==> src/rtl/tcp_flowid_manager_if.sv <==
// ---------------------------------------------------------------------------
// tcp_flowid_manager_if
//
// Groups the allocate and release handshakes of the flow-ID free list.
//
// Handshake semantics (both channels):
//   Allocate: the manager drives flowid_avail/flowid_out; the requester drives
//     flowid_manager_req. An ID is transferred on a rising edge where
//     flowid_manager_req && flowid_avail. flowid_avail and flowid_out never
//     depend on flowid_manager_req, so req may be held high for
//     back-to-back grants.
//   Release: the teardown logic drives flowid_ret_val/flowid_ret_id; the
//     manager drives flowid_ret_rdy. The release is consumed on a rising edge
//     where flowid_ret_val && flowid_ret_rdy. flowid_ret_rdy never depends on
//     flowid_ret_val.
//
// Modports:
//   master : requester / teardown side
//   slave  : flow-ID manager side
// ---------------------------------------------------------------------------
interface tcp_flowid_manager_if #(
   parameter int FLOWID_W = 3
);
   logic                flowid_manager_req;
   logic                flowid_avail;
   logic [FLOWID_W-1:0] flowid_out;
   logic                flowid_ret_val;
   logic [FLOWID_W-1:0] flowid_ret_id;
   logic                flowid_ret_rdy;

   modport master (
      output flowid_manager_req,
      output flowid_ret_val,
      output flowid_ret_id,
      input  flowid_avail,
      input  flowid_out,
      input  flowid_ret_rdy
   );

   modport slave (
      input  flowid_manager_req,
      input  flowid_ret_val,
      input  flowid_ret_id,
      output flowid_avail,
      output flowid_out,
      output flowid_ret_rdy
   );
endinterface

==> src/rtl/tcp_flowid_manager.sv <==
// ---------------------------------------------------------------------------
// tcp_flowid_manager
//
// Free-list allocator for TCP flow IDs. After reset the free list is filled
// with every ID (INIT), then IDs are popped by the new-flow FSM and pushed
// back by the teardown logic (RUN). An allocation bitmap rejects releases of
// IDs that are not currently allocated, so double or spurious frees cannot
// corrupt the list; such releases are consumed and flagged in err_bad_free.
//
// Ports:
//   clk          clock, all state updates on the rising edge
//   rst          asynchronous, active-high reset
//   bus          allocate/release handshakes (slave modport)
//   num_free     number of IDs currently in the free list
//   init_done    free list fully populated after reset
//   err_bad_free sticky flag, release of an ID that was not allocated
//   dbg_state    current FSM state (0 = INIT, 1 = RUN)
// ---------------------------------------------------------------------------
module tcp_flowid_manager #(
   parameter int FLOWID_W = 3
) (
   input  logic                clk,
   input  logic                rst,
   tcp_flowid_manager_if.slave bus,
   output logic [FLOWID_W:0]   num_free,
   output logic                init_done,
   output logic                err_bad_free,
   output logic [0:0]          dbg_state
);

   localparam int                NUM_FLOWS = 1 << FLOWID_W;
   localparam logic [FLOWID_W:0] FULL_CNT  = (FLOWID_W + 1)'(NUM_FLOWS);
   localparam logic [FLOWID_W-1:0] LAST_IDX = FLOWID_W'(NUM_FLOWS - 1);

   localparam logic [0:0] ST_INIT = 1'b0;
   localparam logic [0:0] ST_RUN  = 1'b1;

   logic [0:0]          state;
   logic [FLOWID_W:0]   rd_ptr;
   logic [FLOWID_W:0]   wr_ptr;
   logic [FLOWID_W-1:0] init_cnt;
   logic [NUM_FLOWS-1:0] alloc_bitmap;
   logic [NUM_FLOWS-1:0] alloc_bitmap_next;
   logic [FLOWID_W-1:0] ram [NUM_FLOWS];

   logic                in_run;
   logic                list_empty;
   logic                list_full;
   logic                do_alloc;
   logic                ret_fire;
   logic                ret_known;
   logic                ret_good;
   logic                ret_bad;

   logic                ram_we;
   logic [FLOWID_W-1:0] ram_waddr;
   logic [FLOWID_W-1:0] ram_wdata;

   // ------------------------------------------------------------------
   // Status and handshake outputs. Only registered state feeds these, so
   // none of them depends combinationally on req or ret_val.
   // ------------------------------------------------------------------
   assign in_run     = (state == ST_RUN);
   // The pointers carry a wrap bit, so the modulo difference is the count
   // and full (NUM_FLOWS) is distinguishable from empty (0).
   assign num_free   = wr_ptr - rd_ptr;
   assign list_empty = (num_free == '0);
   assign list_full  = (num_free == FULL_CNT);

   assign bus.flowid_avail   = in_run & ~list_empty;
   assign bus.flowid_out     = ram[rd_ptr[FLOWID_W-1:0]];
   assign bus.flowid_ret_rdy = in_run & ~list_full;

   assign init_done = in_run;
   assign dbg_state = state;

   // ------------------------------------------------------------------
   // Transfer qualifiers
   // ------------------------------------------------------------------
   assign do_alloc  = bus.flowid_manager_req & bus.flowid_avail;
   assign ret_fire  = bus.flowid_ret_val & bus.flowid_ret_rdy;
   // Uses the pre-edge bitmap: releasing the ID being granted in the same
   // cycle sees it as not yet allocated and is rejected as a bad free.
   assign ret_known = alloc_bitmap[bus.flowid_ret_id];
   assign ret_good  = ret_fire & ret_known;
   assign ret_bad   = ret_fire & ~ret_known;

   // ------------------------------------------------------------------
   // Free-list RAM write port: INIT fills RAM[i] = i, RUN appends the
   // accepted released ID at the tail.
   // ------------------------------------------------------------------
   always_comb begin
      ram_we    = 1'b0;
      ram_waddr = '0;
      ram_wdata = '0;
      if (!in_run) begin
         ram_we    = 1'b1;
         ram_waddr = init_cnt;
         ram_wdata = init_cnt;
      end else if (ret_good) begin
         ram_we    = 1'b1;
         ram_waddr = wr_ptr[FLOWID_W-1:0];
         ram_wdata = bus.flowid_ret_id;
      end
   end

   // The RAM needs no reset: INIT rewrites every entry before it is read.
   always_ff @(posedge clk) begin
      if (ram_we) begin
         ram[ram_waddr] <= ram_wdata;
      end
   end

   // ------------------------------------------------------------------
   // Allocation bitmap update. A granted ID and an accepted released ID
   // are always different (an ID cannot be both free and allocated), so
   // the set and clear never collide.
   // ------------------------------------------------------------------
   always_comb begin
      alloc_bitmap_next = alloc_bitmap;
      if (do_alloc) begin
         alloc_bitmap_next[bus.flowid_out] = 1'b1;
      end
      if (ret_good) begin
         alloc_bitmap_next[bus.flowid_ret_id] = 1'b0;
      end
   end

   // ------------------------------------------------------------------
   // FSM, pointers, bitmap and error flag
   // ------------------------------------------------------------------
   always_ff @(posedge clk or posedge rst) begin
      if (rst) begin
         state        <= ST_INIT;
         init_cnt     <= '0;
         rd_ptr       <= '0;
         wr_ptr       <= '0;
         alloc_bitmap <= '0;
         err_bad_free <= 1'b0;
      end else if (state == ST_INIT) begin
         init_cnt <= init_cnt + 1'b1;
         wr_ptr   <= wr_ptr + 1'b1;
         if (init_cnt == LAST_IDX) begin
            state <= ST_RUN;
         end
      end else begin
         if (do_alloc) begin
            rd_ptr <= rd_ptr + 1'b1;
         end
         if (ret_good) begin
            wr_ptr <= wr_ptr + 1'b1;
         end
         alloc_bitmap <= alloc_bitmap_next;
         if (ret_bad) begin
            err_bad_free <= 1'b1;
         end
      end
   end

endmodule

==> src/flat_wrapper.sv <==
// flat-port wrapper written by rule: the top's interface ports become plain ports
module tcp_flowid_manager_flat 
#(
   parameter int FLOWID_W = 3
)
  (clk, rst, num_free, init_done, err_bad_free, dbg_state, bus_flowid_manager_req, bus_flowid_ret_val, bus_flowid_ret_id, bus_flowid_avail, bus_flowid_out, bus_flowid_ret_rdy);
  tcp_flowid_manager_if #(.FLOWID_W(FLOWID_W)) bus_i ();
  input  logic clk;
  input  logic rst;
  output logic [FLOWID_W:0] num_free;
  output logic init_done;
  output logic err_bad_free;
  output logic [0:0] dbg_state;
  input wire logic [$bits(bus_i.flowid_manager_req)-1:0] bus_flowid_manager_req;
  input wire logic [$bits(bus_i.flowid_ret_val)-1:0] bus_flowid_ret_val;
  input wire logic [$bits(bus_i.flowid_ret_id)-1:0] bus_flowid_ret_id;
  output wire logic [$bits(bus_i.flowid_avail)-1:0] bus_flowid_avail;
  output wire logic [$bits(bus_i.flowid_out)-1:0] bus_flowid_out;
  output wire logic [$bits(bus_i.flowid_ret_rdy)-1:0] bus_flowid_ret_rdy;
  assign bus_i.flowid_manager_req = bus_flowid_manager_req;
  assign bus_i.flowid_ret_val = bus_flowid_ret_val;
  assign bus_i.flowid_ret_id = bus_flowid_ret_id;
  assign bus_flowid_avail = bus_i.flowid_avail;
  assign bus_flowid_out = bus_i.flowid_out;
  assign bus_flowid_ret_rdy = bus_i.flowid_ret_rdy;
  tcp_flowid_manager #(.FLOWID_W(FLOWID_W)) u_core (.clk(clk), .rst(rst), .bus(bus_i), .num_free(num_free), .init_done(init_done), .err_bad_free(err_bad_free), .dbg_state(dbg_state));
endmodule
==> config.mk <==
export PLATFORM = sky130hd
export DESIGN_NAME = tcp_flowid_manager_flat
export DESIGN_NICKNAME = d
export VERILOG_FILES = /design/src/rtl/tcp_flowid_manager_if.sv /design/src/rtl/tcp_flowid_manager.sv /design/src/flat_wrapper.sv
export SDC_FILE = /design/constraint.sdc
export NUM_CORES = 1
export LEC_CHECK = 0
export ABC_AREA = 1
export BUFFER_PORTS_ARGS = -buffer_cell sky130_fd_sc_hd__buf_2
export CAP_MARGIN = 5
export CORE_MARGIN = 10
export CORE_UTILIZATION = 52
export CTS_BUF_LIST = sky130_fd_sc_hd__clkbuf_2
export CTS_CLUSTER_DIAMETER = 50
export CTS_CLUSTER_SIZE = 40
export DETAILED_ROUTE_END_ITERATION = 8
export GPL_TIMING_DRIVEN = 0
export HOLD_SLACK_MARGIN = 0.12
export PLACE_DENSITY = 0.71
export SYNTH_ARGS = -nofsm -noshare
export SYNTH_HDL_FRONTEND = slang
export SYNTH_SLANG_ARGS = --single-unit
==> constraint.sdc <==
create_clock -name clk -period 3.1 [get_ports clk]
set_clock_uncertainty 0.05 [all_clocks]
set_input_delay 0.62 -clock clk [delete_from_list [all_inputs] [get_ports clk]]
set_output_delay 0.62 -clock clk [all_outputs]
set_load 0.05 [all_outputs]
Yosys cells after proc, flatten, opt, wreduce, memory -nomap -nowiden
Memories as Yosys holds them, arrays and structs flattened. Index checks and enable logic that the tools add are counted. Widths: inputs -> output; s select.

Logic and storage cells: 55. ROM bits: 0. Bits in latches: 0. RAM bits: 24. Register bits: 21. Memories kept: 1. Input port bits: 7. Output and inout bits: 12.

Add/sub/neg operators: 4. Equal/unequal tests: 3. $lt $le $gt $ge: 4. Divide/modulo/power cells: 0. Multiplexer cells: 20. Multiply operators: 0. Bitwise logic cells: 12. Shift operators: 0. Reductions and logical operators: 5.

Memory list: u_core.ram (depth 8, bits a word 3, rd ports 1, clocked after Yosys merged registers in 0, write ports 1, line tcp_flowid_manager.sv:44) `logic [FLOWID_W-1:0] ram [NUM_FLOWS];`.

Operators by type and width (number): $mux 8 (2); $mux 3 (4); $mux 1 (9); $add 4x1->4 const B (2); $and 8x8->8 (1); $lt 3x4->1 const B (2); $mux 4 (2); $not 8->8 (1); $or 8x8->8 (1); $and 1x1->1 (6); $demux 1 s3 (2); $ge 3x1->1 const B (2); $eq 4x4->1 const B (1); $logic_not 4->1 (1); $reduce_and 2->1 (2); $sub 4x4->4 (1); $add 3x1->3 const B (1); $bmux 1 s3 (1); $eq 3x3->1 const B (1); $not 1->1 (3); $logic_and 1x1->1 (2); $ne 2x2->1 const B (1).

Longest topological paths before layout
Gate-level depths: netlist (run 1).

Depth after elaboration: 10. Gate-level depth with buffers: 16. Gate-level depth less buffers: 16.

Worst setup path after synthesis (run 1)
Ideal clock, no wire load.

Kind: flip-flop to output port. Start point: reg u_core.wr_ptr[0]. End point: out bus_flowid_ret_rdy. Stages on the path, launching flop included: 12. Arrival: 2.534 ns. Required time: 2.430 ns. Path buffers: 0. Path slack: -0.104 ns. Cells stage by stage: dfrtp_1 -> inv_1 -> ha_1 -> inv_2 -> fa_1 -> nand2_1 -> inv_1 -> nor2_1 -> nor2_1 -> nand3_2 -> nand2_1 -> inv_1.

Word-level cells in the longest chain between the ends: 4.

Ends and longest elaborated chain: from (decl) (line tcp_flowid_manager.sv:40) `logic [FLOWID_W:0] wr_ptr;`; from (signal assigned) (line tcp_flowid_manager.sv:142) `wr_ptr <= wr_ptr + 1'b1;`; from (signal assigned) (line tcp_flowid_manager.sv:151) `wr_ptr <= wr_ptr + 1'b1;`; $sub 4x4->4 (line tcp_flowid_manager.sv:66) `assign num_free = wr_ptr - rd_ptr;`; net num_free[2] (line flat_wrapper.sv:10) `output logic [FLOWID_W:0] num_free;`; $eq 4x4->1 (line tcp_flowid_manager.sv:68) `assign list_full = (num_free == FULL_CNT);`; $not 1->1 (line tcp_flowid_manager.sv:72) `assign bus.flowid_ret_rdy = in_run & ~list_full;`; $and 1x1->1 (line tcp_flowid_manager.sv:72); to (decl) (line flat_wrapper.sv:19) `output wire logic [$bits(bus_i.flowid_ret_rdy)-1:0] bus_flowid_ret_rdy;`.

The timed path passes the listed nets, and every way through them passes these cells.

Worst setup path after layout (run 1)
Start point: reg u_core.rd_ptr[1]. End point: out bus_flowid_avail.

Word-level cells in the longest chain between the ends: 4.

Ends and longest elaborated chain: from (decl) (line tcp_flowid_manager.sv:39) `logic [FLOWID_W:0] rd_ptr;`; from (signal assigned) (line tcp_flowid_manager.sv:148) `rd_ptr <= rd_ptr + 1'b1;`; $sub 4x4->4 (line tcp_flowid_manager.sv:66); $logic_not 4->1 (line tcp_flowid_manager.sv:67) `assign list_empty = (num_free == '0);`; $not 1->1 (line tcp_flowid_manager.sv:70) `assign bus.flowid_avail = in_run & ~list_empty;`; $and 1x1->1 (line tcp_flowid_manager.sv:70); to (decl) (line flat_wrapper.sv:17) `output wire logic [$bits(bus_i.flowid_avail)-1:0] bus_flowid_avail;`.

No other way between the ends.

==> results.yml, run 1 <==
routing:
  drt-initial-drc-count: 76
  detail_route.wl_per_cell_um: 14.0
  post_drt_via_cell_ratio: 5.08
  vias: 1909
  count_of_nets_left_with_antenna_violations_after_detail_routing: 0
  dr.pass1.iters: 4
  totalWireLength_um: 5280
  drt_drc_violations_left: 0
critical_path:
  cp_top_family: "simple AND/OR/NAND/NOR gates"
  required_ns: 2.43
  crit_start_category: "register"
  worstReg2RegStart: "u_core.rd_ptr[1]"
  worst-r2r-cell-count: 12
  timing.reg2reg.setup_slack_ns: 0.25
  critPathKind: "register to output port"
  timing.critical_path.buf_inv: 4
  worstPathMaxFanout: 9
  crit_end: "bus_flowid_avail"
  regToRegEndpoint: "u_core.ram[4][1]"
  path_depth: 9
  critical_path.startpoint: "u_core.rd_ptr[1]"
  endpoint_kind: "output port"
  worst_stage_delay_on_the_critical_path_ns: 0.45
  arrival_ns: 2.37
  critical-path-slowest-cell: "fa_1"
  worstPathCellList: "clkbuf_4, inv_6, fa_1, or2_1, nor2_2, nand2_1, nand2_2, inv_2, buf_8"
job:
  max_cap_viol_count: 0
synthesis:
  ys_warn_count: 0
  synth_seq_area_share: 0.506
  yosys-top-cells-count: "nand2_1 (60), nor2_1 (54), inv_1 (34), edfxtp_1 (24), dfrtp_1 (21)"
  post_synth_inst_count: 288
  synth.area.top_cells: "edfxtp_1 (29%), dfrtp_1 (21%), nand2_1 (9.1%)"
  syn_avg_cell_area_um2: 8.56
  netlist-cell-type-count: 32
  netlist.top_cell.by_area: "edfxtp_1"
  number_of_enable_type_register_cells_in_the_synthesized_netlist: 24
  syn-cell-area_um2: 2460
  asyncSetResetFlopFracSynth: 0.467
  synthFlopType: "edfxtp_1"
  synth_top_area_frac: 0.292
  leading_cell_type_by_number_of_instances_after_synthesis: "nand2_1"
  synthesis.nets: 303
  synth.ff_latch_count: 45
timing:
  max_slew.worst_pin.slew_ns: 0.816
  timing_hold_violations_final: 0
  layout_worst_path_cycle_share: 0.980
  grt_setup_unrepaired: "yes"
  peak_clock_frequency_supported_by_timing_ghz: 0.329
  number_of_endpoints_failing_setup_at_the_final_stage: 0
  min_period_ns: 3.04
  maxSlewViolCount: 0
  setup-tns-final_ns: 0
  relSlewSlack: 0.456
clock_network:
  worst_skew_pair.late_latency_ns: 0.42
  clkSlewWorstSetupHoldPaths_ns: 0.23
  clockBufferDepth: 2
  numCtsBuffers: 5
  cts_root_buffer: "clkbuf_2"
  clock_tree.htree_level_count: 2
  holdBufCountCts: 0
  number_of_sinks_handled_by_clock_tree_synthesis: 45
  cts_tree: "built"
placement:
  routabilityCongestion: 0.877
  place.detailed.instances: 358
  dpl-instance-area_um2: 2620
  dp.final_hpwl_um: 3850
  port_buffers: 18
grt:
  grt_pass1_wl_um: 8400
  maximum_number_of_pins_on_one_net_before_global_route_repair: 22
  grt_pass1_vias: 1838
  grt_antenna_before_repair: 0
  gr-usage-all-layers: 0.139
  grt_overflow: 0
finish:
  finalNonFillerCells: 376
  num-fill-cells: 383
  layout.area.seq_um2: 1250
  multi_input_comb_area_um2: 1040
  flow.area_growth_from_synthesis_pct: 14.6
  post_route_cells_drive_above_1_share: 0.228
  antenna_cells_inserted: 0
  finish.instance_area_um2: 2820
  final_core_utilization: 0.631
  final_nets: 338
power_and_ir_drop:
  intPower_mw: 1.59
  power.clock.fraction: 0.102
  p_leak_nw: 1.33
  switchingPower_mw: 1.67
  power_switching_share: 0.512
  power_density_nw_per_um2: 1160
  part_of_the_power_in_registers: 0.270
  worst_vdd_ir_mv: 0.774
  comb_power_share: 0.628
min_path:
  timing.hold.worst.class: "input pin to asynchronous set/reset pin"
floorplanning:
  die_area_um2: 7890
  fp.coreArea_um2: 4470
  i_o_pins: 19
  die_height_um: 88.9
  effective_utilization_at_floorplan: 0.551
  die_width_um: 88.9
  placementRows: 24
status:
  status: "completed"
[final cells by class]
cell class / instances / area share
repair buffers: 28 / 0.0642
clock inverters: 3 / 0.0164
well taps: 52 / 0.0230
multi-input cells: 195 / 0.367
inverters: 42 / 0.0598
plain buffers: 6 / 0.0191
flip-flops and latches: 45 / 0.442
clock buffers: 5 / 0.00886
[how the worst min path moves through the flow]
stage	slack, ns	endpoint	start	depth (start not counted)
CTS	0.26	u_core.rd_ptr[3]	rst	2
detailed placement	0.42	u_core.err_bad_free	u_core.err_bad_free	1
finish	0.25	u_core.wr_ptr[3]	rst	2
floorplan	0.41	u_core.rd_ptr[3]	u_core.rd_ptr[3]	1
global placement	0.41	u_core.err_bad_free	u_core.err_bad_free	1
global route	0.25	u_core.rd_ptr[3]	rst	2
[power by group through the flow]
stage | Sequential (mW) | Combinational, mW | Clock (mW)
after floorplan | 0.872 | 1.46 | 0
after global placement | 0.902 | 1.77 | 0
after detailed placement | 0.907 | 1.80 | 0
after CTS | 0.872 | 1.91 | 0.338
after global routing | 0.894 | 2.26 | 0.363
final | 0.881 | 2.05 | 0.333
[worst register-to-register path: cells and delay by family (launching register included)]
family                   cells  cell delay [ns]
AND/OR/NAND/NOR              8             1.16
adder cells (fa/ha/maj)      1             0.45
flip-flops                   1             0.44
buffers and inverters        3             0.46
[flip-flops by register name, indices dropped and copies added (netlist names)]
signal / cells
u_core.alloc_bitmap: 8
u_core.dbg_state: 1
u_core.err_bad_free: 1
u_core.init_cnt: 3
u_core.ram: 24
u_core.rd_ptr: 4
u_core.wr_ptr: 4
[placed cells by master (no fill, tap or decap), types with 2 or more instances in the layout]
cell | synthesis | routed
or2_1 | 1 | 2
o21ai_1 | 11 | 11
buf_2 | 3 | 17
clkbuf_2 | 0 | 5
nand3_1 | 17 | 17
nand4_1 | 2 | 2
clkinvlp_4 | 0 | 2
a21oi_1 | 5 | 5
nor2_4 | 2 | 2
nor2_2 | 2 | 4
buf_4 | 1 | 11
nand2_4 | 2 | 2
dfrtp_1 | 21 | 20
ha_1 | 7 | 6
nand2_2 | 6 | 7
clkinv_1 | 2 | 2
inv_1 | 34 | 32
xor2_1 | 5 | 5
edfxtp_1 | 24 | 24
nor2_1 | 54 | 52
o21bai_1 | 3 | 3
inv_2 | 6 | 5
buf_6 | 2 | 4
nand2_1 | 60 | 59
o21ai_0 | 8 | 8
o21ai_2 | 2 | 2
[through the flow]
step | power (mW) | hold slack (ns) | setup slack (ns)
floorplan | 2.33 | 0.413 | 0.169
global placement | 2.67 | 0.407 | 0.198
detailed placement | 2.71 | 0.415 | 0.178
CTS | 3.12 | 0.257 | 0.00543
global route | 3.52 | 0.253 | -0.0633
finish | 3.27 | 0.253 | 0.0620
[metal layers]
metal | share of wire | track usage | wire length (µm) | vias up
met3 | 0.038 | 0.0349 | 201 | 7
met2 | 0.50 | 0.225 | 2620 | 33
met1 | 0.45 | 0.173 | 2400 | 883
li1 | - | - | - | 986
met5 | 0 | 0 | 0 | -
met4 | 0.010 | 0.0558 | 54 | 0
[what timing repair did]
action | in CTS | in global routing
pin swaps | 2 | 5
setup buffers | 5 | 5
endpoints found under the setup margin | 2 | 9
gates resized for setup | 7 | 13
[logic make-up after synthesis]
| group | after synthesis | share of synthesized area |
|---|---|---|
| AND/OR/NAND/NOR | 150 | 0.272 |
| adder cells (fa/ha/maj) | 8 | 0.0437 |
| flip-flops | 45 | 0.506 |
| AO/OA/AOI/OAI | 32 | 0.0787 |
| buffers and inverters | 48 | 0.0822 |
| XOR/XNOR | 5 | 0.0178 |
Note: power is estimated with default switching activity, not from simulation.
==> inputs of run 2 (changes only) <==
--- a/config.mk
+++ b/config.mk
@@ -8,15 +8,17 @@
 export ABC_AREA = 1
 export BUFFER_PORTS_ARGS = -buffer_cell sky130_fd_sc_hd__buf_2
 export CAP_MARGIN = 5
+export CELL_PAD_IN_SITES_DETAIL_PLACEMENT = 2
+export CELL_PAD_IN_SITES_GLOBAL_PLACEMENT = 2
 export CORE_MARGIN = 10
-export CORE_UTILIZATION = 52
+export CORE_UTILIZATION = 38
 export CTS_BUF_LIST = sky130_fd_sc_hd__clkbuf_2
 export CTS_CLUSTER_DIAMETER = 50
 export CTS_CLUSTER_SIZE = 40
 export DETAILED_ROUTE_END_ITERATION = 8
 export GPL_TIMING_DRIVEN = 0
 export HOLD_SLACK_MARGIN = 0.12
-export PLACE_DENSITY = 0.71
+export PLACE_DENSITY_LB_ADDON = 0.1
 export SYNTH_ARGS = -nofsm -noshare
 export SYNTH_HDL_FRONTEND = slang
 export SYNTH_SLANG_ARGS = --single-unit
==> run 2 against run 1 <==
Clock power down 23%. Global-route usage rose by 1.2 points. Sequential power increased by 0.6%. Final cell count up 7.7%. Flip-flop and latch count unchanged. Critical path type unchanged.
==> results.yml, run 2 (synthesized netlist as in run 1, its figures left out) <==
clock_network:
  numCtsBuffers: 5
  cts_tree: "built"
  clock_tree.htree_level_count: 2
  worst_skew_pair.late_latency_ns: 0.44
  cts_root_buffer: "clkbuf_2"
  clockBufferDepth: 2
  number_of_sinks_handled_by_clock_tree_synthesis: 45
  clkSlewWorstSetupHoldPaths_ns: 0.24
finish:
  reg_with_most_ffs: "u_core.ram"
  largestRegisters: "u_core.ram: 24 flops, u_core.alloc_bitmap: 8 flops"
  layout.area.seq_um2: 1250
  layout.cells.most_common: "nand2_1"
  antenna_cells_inserted: 0
  post_route_cells_drive_above_1_share: 0.244
  multi_input_comb_area_um2: 1050
  finish.instance_area_um2: 2870
  largest_register_ff_count: 24
  num-fill-cells: 736
  flow.area_growth_from_synthesis_pct: 16.3
  final_nets: 342
  commonest_cells_after_routing_fill_and_taps_aside: "nand2_1 (59), nor2_1 (52), inv_1 (31)"
critical_path:
  endpoint_kind: "output port"
  timing.reg2reg.setup_slack_ns: 0.14
  required_ns: 2.43
  crit_start_category: "register"
  arrival_ns: 2.36
  critical-path-slowest-cell: "dfrtp_1"
  worstPathMaxFanout: 2
  worst_stage_delay_on_the_critical_path_ns: 0.45
  critical_path.most_common_cell: "inv_2"
  regToRegEndpoint: "u_core.ram[0][2]"
  worst-r2r-cell-count: 13
  worstPathCellList: "inv_2, ha_4, inv_2, fa_1, or2_1, nor2_2, nand3_2, nand2_1, inv_2, buf_6"
  critPathKind: "register to output port"
  worstReg2RegStart: "u_core.wr_ptr[0]"
floorplanning:
  i_o_pins: 19
  die_height_um: 101
  effective_utilization_at_floorplan: 0.390
  fp.coreArea_um2: 6310
  die_area_um2: 10100
  die_width_um: 101
  placementRows: 29
status:
  status: "completed"
grt:
  maximum_number_of_pins_on_one_net_before_global_route_repair: 22
  busiest_layer: "met2"
  grt.met3_usage: 0.0233
  gr-usage-all-layers: 0.151
  grt_pass1_wl_um: 12000
  grt_pass1_vias: 2296
  use_met1: 0.183
  use_met2: 0.268
  grt_antenna_before_repair: 0
  grt_overflow: 0
timing:
  number_of_endpoints_failing_setup_at_the_final_stage: 0
  peak_clock_frequency_supported_by_timing_ghz: 0.330
  setup_ws_ns: 0.0694
  max_slew.worst_pin.slew_ns: 0.882
  relSlewSlack: 0.411
  grt_setup_unrepaired: "yes"
  layout_worst_path_cycle_share: 0.978
  maxSlewViolCount: 0
  min_period_ns: 3.03
  timing_hold_violations_final: 0
routing:
  drt_drc_violations_left: 0
  totalWireLength_um: 7500
  drt-initial-drc-count: 80
  dr.pass1.iters: 4
  count_of_nets_left_with_antenna_violations_after_detail_routing: 0
  detail_route.wl_per_cell_um: 18.5
  vias: 2064
  post_drt_via_cell_ratio: 5.10
power_and_ir_drop:
  intPower_mw: 1.53
  power_density_nw_per_um2: 1160
  p_leak_nw: 1.34
  power_switching_share: 0.537
  part_of_the_power_in_registers: 0.267
  switchingPower_mw: 1.78
  worst_vdd_ir_mv: 0.863
  comb_power_share: 0.655
  power.clock.fraction: 0.078
min_path:
  timing.hold.worst.class: "input pin to asynchronous set/reset pin"
job:
  max_cap_viol_count: 0
placement:
  dpl-instance-area_um2: 2650
  routabilityCongestion: 0.729
  dp.final_hpwl_um: 5630
  dp_slack_ns: -0.0494
  port_buffers: 18
==> run 2: cell types whose count changed in the layout (fill, tap and decap cells not counted), sizes merged <==
cell,previous run,this run
buf,33,38
bufinv,1,0
clkinv,3,5
clkinvlp,2,1
inv,39,38
==> run 2: critical path: cells and delay by family (launching register included) <==
family | cells | cell delay, ns
DFF | 1 | 0.45
and+or+nand+nor | 4 | 0.59
buffers and inverters | 4 | 0.31
adders and majority gates | 2 | 0.57
==> run 2: repair_timing <==
item | 4_1_cts | 5_1_grt
pin swaps | 3 | 0
setup endpoints to repair | 22 | 25
setup buffers | 6 | 8
resized for setup | 13 | 9
hold buffers | 0 | 0
==> run 2: per-layer routing <==
metal  share of wire  vias up  wire length [µm]
met1            0.44     1041              3290
met4           0.014        0               104
li1                -      991                 -
met3           0.025        9               189
met2            0.52       23              3910
met5               0        -                 0
==> run 2: power groups by stage <==
stage	registers, mW	logic (mW)	clock network (mW)
detailed placement	0.914	1.91	0
global placement	0.901	1.82	0
CTS	0.880	2.06	0.255
floorplan	0.872	1.46	0
finish	0.886	2.17	0.258
global route	0.902	2.39	0.282
==> run 2: how the worst max path moves through the flow <==
stage / from / end / slack, ns / cells past startpoint
after floorplan: u_core.wr_ptr[0] / bus_flowid_ret_rdy / 0.17 / 11
final: u_core.wr_ptr[0] / bus_flowid_ret_rdy / 0.07 / 10
after global routing: u_core.wr_ptr[0] / bus_flowid_avail / -0.03 / 10
after detailed placement: u_core.rd_ptr[0] / u_core.ram[5][0] / -0.05 / 11
after global placement: u_core.rd_ptr[0] / u_core.ram[6][1] / 0.05 / 8
after CTS: u_core.wr_ptr[0] / bus_flowid_avail / 0.008 / 10
==> run 2: area by class of cell <==
cell class                 count  share of cell area
timing repair buffer          32              0.0711
inverter                      42              0.0606
tap                           77              0.0336
multi-input combinational    195               0.366
buffer                         6              0.0201
clock buffer                   6              0.0105
sequential                    45               0.435
clock inverter                 2             0.00349
==> run 2: per-stage QoR <==
stage / setup TNS (ns) / util / total power, mW / instances / hold slack [ns]
2_1_floorplan: 0 / - / 2.33 / 288 / 0.413
6_report: 0 / 0.454 / 3.31 / 405 / 0.263
3_3_place_gp: 0 / 0.420 / 2.72 / 383 / 0.409
3_5_place_dp: -0.345 / 0.420 / 2.83 / 383 / 0.420
4_1_cts: 0 / 0.439 / 3.20 / 397 / 0.303
5_1_grt: -0.0466 / 0.454 / 3.57 / 405 / 0.328
==> inputs of run 3 (changes only) <==
--- a/config.mk
+++ b/config.mk
@@ -10,6 +10,7 @@
 export CAP_MARGIN = 5
 export CELL_PAD_IN_SITES_DETAIL_PLACEMENT = 2
 export CELL_PAD_IN_SITES_GLOBAL_PLACEMENT = 2
+export CORE_ASPECT_RATIO = 0.7
 export CORE_MARGIN = 10
 export CORE_UTILIZATION = 38
 export CTS_BUF_LIST = sky130_fd_sc_hd__clkbuf_2
==> run 3 against run 2 <==
Wire length increased by 3.6%. Clock-buffer cell count unchanged. Maximum frequency decreased by 0.41%. Critical path type unchanged. Clock power increased by 34%. Largest power group unchanged. Total power increased by 4.2%. Hold slack got worse by 0.0098 ns. Largest cell class unchanged.
==> results.yml, run 3 (synthesized netlist as in run 1, its figures left out) <==
routing:
  count_of_nets_left_with_antenna_violations_after_detail_routing: 0
  totalWireLength_um: 7770
  drt-initial-drc-count: 132
  detail_route.wl_per_cell_um: 19.3
  drt_drc_violations_left: 0
  dr.pass1.iters: 4
  post_drt_via_cell_ratio: 5.07
  vias: 2038
finish:
  post_route_cells_drive_above_1_share: 0.231
  reg_with_most_ffs: "u_core.ram"
  largestRegisters: "u_core.ram: 24 flops, u_core.alloc_bitmap: 8 flops"
  final_nets: 338
  largest_register_ff_count: 24
  finish.instance_area_um2: 2870
  flow.area_growth_from_synthesis_pct: 16.3
  layout.cells.most_common: "nand2_1"
  antenna_cells_inserted: 0
  commonest_cells_after_routing_fill_and_taps_aside: "nand2_1 (59), nor2_1 (52), inv_1 (32)"
clock_network:
  cts_root_buffer: "clkbuf_2"
  worst_skew_pair.late_latency_ns: 0.45
  number_of_sinks_handled_by_clock_tree_synthesis: 45
  clockBufferDepth: 2
  clock_tree.htree_level_count: 2
  numCtsBuffers: 5
  cts_tree: "built"
  clkSlewWorstSetupHoldPaths_ns: 0.25
timing:
  min_period_ns: 3.04
  peak_clock_frequency_supported_by_timing_ghz: 0.329
  layout_worst_path_cycle_share: 0.982
  timing_hold_violations_final: 0
  maxSlewViolCount: 0
  finalHoldWorstSlack_ns: 0.253
  setup_ws_ns: 0.0569
  grt_setup_unrepaired: "yes"
  relSlewSlack: 0.413
  max_slew.worst_pin.slew_ns: 0.879
  number_of_endpoints_failing_setup_at_the_final_stage: 0
power_and_ir_drop:
  worst_vdd_ir_mv: 0.850
  comb_power_share: 0.643
  p_leak_nw: 1.34
  part_of_the_power_in_registers: 0.256
  power_switching_share: 0.532
  intPower_mw: 1.62
  p_total_mw: 3.45
  power.clock.fraction: 0.101
  power_density_nw_per_um2: 1200
  switchingPower_mw: 1.83
grt:
  grt_antenna_before_repair: 0
  gr-usage-all-layers: 0.159
  maximum_number_of_pins_on_one_net_before_global_route_repair: 22
  grt_overflow: 0
  grt_pass1_wl_um: 12300
  grt_pass1_vias: 2286
critical_path:
  critical-path-slowest-cell: "dfrtp_2"
  arrival_ns: 2.37
  endpoint_kind: "output port"
  worstPathMaxFanout: 2
  worstPathCellList: "ha_4, inv_2, fa_1, or2_1, nor2_2, nand2_1, nand2_2, inv_2, buf_8"
  critical_path.most_common_cell: "inv_2"
  worst_stage_delay_on_the_critical_path_ns: 0.50
  required_ns: 2.43
  critPathKind: "register to output port"
  crit_start_category: "register"
floorplanning:
  placementRows: 24
  i_o_pins: 19
  die_width_um: 116
  die_area_um2: 10200
  die_height_um: 87.4
  effective_utilization_at_floorplan: 0.393
  fp.coreArea_um2: 6280
job:
  max_cap_viol_count: 0
placement:
  port_buffers: 18
  routabilityCongestion: 0.761
  dp_slack_ns: -0.0309
  dpl-instance-area_um2: 2660
  dp.final_hpwl_um: 5620
status:
  status: "completed"
min_path:
  timing.hold.worst.class: "input pin to asynchronous set/reset pin"
## run 3: power by group through the flow
| stage | Sequential, mW | Combinational [mW] | Clock [mW] |
|---|---|---|---|
| floorplan | 0.872 | 1.46 | 0 |
| global placement | 0.899 | 1.85 | 0 |
| detailed placement | 0.909 | 1.94 | 0 |
| CTS | 0.873 | 2.10 | 0.356 |
| global route | 0.902 | 2.45 | 0.377 |
| finish | 0.884 | 2.22 | 0.347 |
## run 3: path summary, 6_finish.rpt
kind	start	to	slack, ns	cells after the start
max	u_core.rd_ptr[0]	bus_flowid_avail	0.06	9
min	rst	u_core.err_bad_free	0.25	2
max reg2reg	u_core.rd_ptr[0]	u_core.ram[4][0]	0.17	12
min reg2reg	u_core.alloc_bitmap[2]	u_core.alloc_bitmap[2]	0.49	2
max in group asynchronous	rst	u_core.rd_ptr[0]	2.17	2
min in group clk	bus_flowid_ret_val	u_core.err_bad_free	0.43	3
## run 3: final cells by class
| class | instances | area, µm² |
|---|---|---|
| fillers | 704 | 3410 |
| flip-flops and latches | 45 | 1250 |
| plain buffers | 6 | 57.6 |
| well taps | 78 | 97.6 |
| multi-input cells | 195 | 1050 |
| clock buffers | 6 | 30.0 |
| repair buffers | 28 | 181 |
| clock inverters | 2 | 35.0 |
| inverters | 42 | 169 |
## run 3: routing by layer
layer  part of all wire  routed length [µm]  vias to the layer above  track usage
met5                  0                   0                        -            0
met3              0.038                 297                       12       0.0337
met2               0.47                3620                       31        0.253
met4              0.014                 112                        0       0.0385
li1                   -                   -                      983            -
met1               0.48                3740                     1012        0.214
## run 3: per-stage QoR
stage / setup TNS, ns / utilization / std cells
6_report: 0 / 0.457 / 402
5_1_grt: -0.216 / 0.457 / 402
4_1_cts: 0 / 0.445 / 398
3_5_place_dp: -0.281 / 0.423 / 384
3_3_place_gp: 0 / 0.423 / 384
2_1_floorplan: 0 / - / 288
## run 3: repair_timing
action / in CTS / in global routing
buffers inserted: 6 / 4
resized for setup: 12 / 10
endpoints found under the setup margin: 27 / 33
cloned: 0 / 0
hold buffers: 0 / 0
pin swaps: 3 / 5
## run 3: critical path, delay by kind of cell (launching register included)
kind	cells	cell delay, ns
adder cells (fa/ha/maj)	2	0.61
AND/OR/NAND/NOR	4	0.56
flip-flops	1	0.50
buffers and inverters	3	0.25
